[src/rtl/reg_bank_write_pkg.sv]
// rtl/reg_bank_write_pkg.sv - shared constants and types for the ARM register bank write side
package reg_bank_write_pkg;
  localparam int          NUM_REGS     = 16;
  localparam logic [3:0]  REG_PC       = 4'd15;
  localparam logic [3:0]  REG_LR       = 4'd14;
  localparam logic [3:0]  REG_SP       = 4'd13;
  localparam int          DEF_PC_STEP  = 4;
  localparam logic [31:0] DEF_PC_RESET = 32'h0000_0000;

  typedef logic [NUM_REGS-1:0] reg_sel_t;
endpackage

[src/rtl/reg_bank_write_dec_4to16.sv]
// rtl/reg_bank_write_dec_4to16.sv - 4-to-16 one-hot decoder with enable
module dec_4to16
  import reg_bank_write_pkg::*;
(
  input  logic     en_i,
  input  logic [3:0] addr_i,
  output reg_sel_t onehot_o
);

  always_comb begin
    onehot_o = '0;
    if (en_i) onehot_o[addr_i] = 1'b1;
  end

endmodule

[src/rtl/reg_bank_write.sv]
// rtl/reg_bank_write.sv - 16x DW register bank write side with R15 auto-increment
// Optional second write port under REG_BANK_DUAL_WRITE_EN.
module reg_bank_write
  import reg_bank_write_pkg::*;
#(
  parameter int          DW       = 32,
  parameter int          PC_STEP  = DEF_PC_STEP,
  parameter logic [DW-1:0] PC_RESET = DW'(DEF_PC_RESET)
) (
  input  logic                   clk,
  input  logic                   rst_n,
  input  logic                   we_a,
  input  logic [3:0]             wa_a,
  input  logic [DW-1:0]          wd_a,
`ifdef REG_BANK_DUAL_WRITE_EN
  input  logic                   we_b,
  input  logic [3:0]             wa_b,
  input  logic [DW-1:0]          wd_b,
`endif
  input  logic                   pc_inc,
  output logic [NUM_REGS*DW-1:0] q_flat,
  output logic [NUM_REGS-1:0]    wr_onehot,
  output logic [DW-1:0]          pc
);

  reg_sel_t      en_a;
  reg_sel_t      en_all;
  logic [DW-1:0] regs_q [NUM_REGS];
  logic [DW-1:0] regs_d [NUM_REGS];
  reg_sel_t      wr_onehot_q;

  dec_4to16 u_dec_a (
    .en_i     (we_a),
    .addr_i   (wa_a),
    .onehot_o (en_a)
  );

`ifdef REG_BANK_DUAL_WRITE_EN
  reg_sel_t en_b;
  reg_sel_t en_b_eff;

  dec_4to16 u_dec_b (
    .en_i     (we_b),
    .addr_i   (wa_b),
    .onehot_o (en_b)
  );

  // Port A wins an address collision; masking with en_a drops only that bit.
  assign en_b_eff = en_b & ~en_a;
  assign en_all   = en_a | en_b;
`else
  assign en_all   = en_a;
`endif

  always_comb begin
    for (int i = 0; i < NUM_REGS; i++) begin
      regs_d[i] = regs_q[i];
      if (en_a[i]) regs_d[i] = wd_a;
`ifdef REG_BANK_DUAL_WRITE_EN
      else if (en_b_eff[i]) regs_d[i] = wd_b;
`endif
    end
    // An explicit R15 write from either port is a branch and suppresses the increment.
    if (!en_all[REG_PC] && pc_inc)
      regs_d[REG_PC] = regs_q[REG_PC] + DW'(PC_STEP);
  end

  always_ff @(posedge clk or negedge rst_n) begin
    if (!rst_n) begin
      for (int i = 0; i < NUM_REGS; i++)
        regs_q[i] <= (i == int'(REG_PC)) ? PC_RESET : '0;
      wr_onehot_q <= '0;
    end else begin
      for (int i = 0; i < NUM_REGS; i++)
        regs_q[i] <= regs_d[i];
      wr_onehot_q <= en_all;
    end
  end

  for (genvar g = 0; g < NUM_REGS; g++) begin : g_flat
    assign q_flat[g*DW +: DW] = regs_q[g];
  end

  assign wr_onehot = wr_onehot_q;
  assign pc        = regs_q[REG_PC];

endmodule
[config.mk]
export PLATFORM = sky130hd
export DESIGN_NAME = reg_bank_write
export DESIGN_NICKNAME = d
export VERILOG_FILES = /design/src/rtl/reg_bank_write_pkg.sv /design/src/rtl/reg_bank_write_dec_4to16.sv /design/src/rtl/reg_bank_write.sv
export SDC_FILE = /design/constraint.sdc
export NUM_CORES = 1
export LEC_CHECK = 0
export CORE_AREA = 2 2 234 236
export DETAILED_ROUTE_END_ITERATION = 8
export DIE_AREA = 0 0 236 238
export PLACE_DENSITY_LB_ADDON = 0.1
export SLEW_MARGIN = 20
export SYNTH_ARGS = -nofsm -noshare
export SYNTH_HDL_FRONTEND = slang
export SYNTH_SLANG_ARGS = --single-unit
[constraint.sdc]
create_clock -name clk -period 1.64 [get_ports clk]
set_input_delay 0.328 -clock clk [delete_from_list [all_inputs] [get_ports clk]]
set_output_delay 0.328 -clock clk [all_outputs]
set_load 0.05 [all_outputs]
==> qor.csv <==
metric,value,unit
violations,setup timing,
dr_total_vias,14800,
arrival,1320,ps
num_io_pins,600,
fin_crit_sh,1.01,
cts.sinks,528,
path_clk_slew,60,ps
cpMaxStageDelayCell,dfrtp_2,
fp.dieH,238,um
place.gp.congestion,0.833,
power_density,1790,nW/um^2
synth-edff-count,0,
initial_core_util,0.381,
synth_fp_nets,1560,
crit_family,flip-flops,
grt_use_total,0.260,
drtIter0Drc,791,
netlist_instances,1519,
final_area,30400,sq um
ys.warnings.count,0,
synth_top_area_frac,0.648,
cp_max_fo,4,
vdd_ir_drop_max,1360,uV
seq_area_frac_synth,0.648,
path_class,flip-flop to output pin,
ys_ff_latch,528,
setup_violations,4,
drt-total-wl,73600,um
maxCapViolations,0,
place_area,28100,sq um
dp_hpwl,52100,um
avgSynthCellArea,13.4,sq um
routedWlPerCell,24.7,um
cp_num_cells,2,
htree_levels,2,
cp_cell_sequence,"buf_6, buf_12",
clock_latency,590,ps
drive_above_1_share,0.473,
netlist.top_cell.by_area,dfrtp_1,
syn_area,20400,sq um
fmax,605,MHz
cp-start-kind,flip-flop,
first_pass_iters,6,
crit_end,q_flat[484],
synth.most_common_cell,dfrtp_1,
area_delta_synth_final,49.3,%
worst_slack,-11.8,ps
rrSetupSlack,10,ps
status,"complete, but fails checks",
antenna_found_initial,7,
core_area,53500,sq um
r2r_cells,6,
cts_buffers,56,
grt_pass1_vias,15100,
root_buffer,clkbuf_16,
crit_buf_inv,2,
skew,6.28,ps
synthTopCellsByArea,"dfrtp_1, mux2_1, mux2_2",
grt_max_degree,47,
async_reset_ff_frac,1.00,
drv_slew,0,
hold_ws,249,ps
cp.required,1310,ps
final_core_util,0.569,
tightest_slew,491,ps
synth-main-ff-cell,dfrtp_1,
num_rows,85,
dieArea,56200,sq um
clk_path_buf_depth,3,
hold_class,input port to asynchronous set/reset pin,
drc,0,
synthTopCellsByCount,"dfrtp_1, nand2_1, mux2_1",
nNetsFinal,2272,
r2r-start,pc[20]$_DFFE_PN0P_,
worstSetupStartpoint,pc[4]$_DFFE_PN0P_,
cts_tree,done,
post_drt_via_cell_ratio,4.96,
final_hold_viol_count,0,
rsz0062_at_grt,yes,
cpPeakStageDelay,440,ps
relSlewSlack,0.672,
ys_types,40,
min_period,1650,ps
grt_pass1_wl,107000,um
final-instance-count-excl-fill,2974,
timing.rr.end,pc[31]$_DFFE_PN0P_,
leakagePower,0.0148,uW
fp.dieW,236,um
critical_path.endpoint_type,output pin,
port_buffers,599,
dpl.cell_count,2829,
gr-total-overflow,0,
drt.antenna.violating_nets,0,
==> cells by family after synthesis <==
logic type	synth area share
DFF	0.648
AOI/OAI and AO/OA	0.00767
buffers and inverters	0.0336
xor gates and xnor gates	0.0120
adders and majority gates	0.000614
and+or+nand+nor	0.0854
muxes	0.213
==> per-stage QoR <==
step | total power [uW] | setup TNS, ps | setup slack, ps
global placement | 41300 | -253360 | -676
global route | 56500 | -1190 | -58.6
detailed placement | 41500 | -254440 | -688
finish | 54500 | -39.4 | -11.8
floorplan | 32000 | -256 | -127
CTS | 54700 | -474 | -48.7
==> layout make-up <==
type | count | area [sq um]
Clock inverter | 11 | 130
Tap cell | 696 | 871
Sequential cell | 528 | 13200
Clock buffer | 89 | 1710
Multi-Input combinational cell | 853 | 6680
Timing Repair Buffer | 785 | 7750
Fill cell | 4503 | 23100
Inverter | 7 | 26.3
Antenna cell | 5 | 12.5
==> repair_timing <==
item	CTS	global route
endpoints found under the hold margin	21	0
endpoints found under the setup margin	161	154
gates cloned	0	0
hold buffers	1	0
pin swaps	0	6
buffers inserted	29	15
resized for setup	29	19
==> placed cells by master (no fill, tap or decap), drive strengths merged, types with 4 or more instances in the layout <==
cell type and instances:
buf 746, dfrtp 528, mux2 384, nand2 329
clkbuf 89, clkdlybuf4s50 38, o21ai 25, nor2 21
xor2 20, nand3 20, nand4 9, xnor2 8
clkinv 8, nand2b 7, inv 7, diode 5
a21oi 5, nor3 5, nor4 4
==> power by group <==
group	switching, uW	internal, uW
registers	1900	16000
clock network	5090	7540
logic	16000	8030
==> sequential cells by signal (all words and copies together), names as in the netlist <==
signal / cells
wr_onehot: 16
pc: 32
q_flat: 480
==> worst reg2reg max path, cell delays in order (launching register included) <==
cell     delay [ps]
dfrtp_2         480
buf_4           170
nand4_2         150
nor4_2          320
nand3_1         150
xor2_1          160
a21oi_1         140
==> how the worst min path moves through the flow <==
stage	end	slack (ps)	depth (start not counted)
CTS	q_flat[452]$_DFFE_PN0P_	250	2
floorplan	pc[0]$_DFFE_PN0P_	30	0
detailed placement	q_flat[452]$_DFFE_PN0P_	280	1
global route	q_flat[324]$_DFFE_PN0P_	250	2
global placement	q_flat[452]$_DFFE_PN0P_	280	1
finish	q_flat[452]$_DFFE_PN0P_	250	2
==> layer usage <==
layer,part of all wire,routed length [um],up-vias,global-route usage
met5,0,0,-,0
met4,0.031,2280,0,0.0807
met3,0.069,5100,111,0.0692
met2,0.49,36100,497,0.433
met1,0.41,30100,7678,0.334
li1,-,-,6474,-
Power figures use the tool's default switching activity.
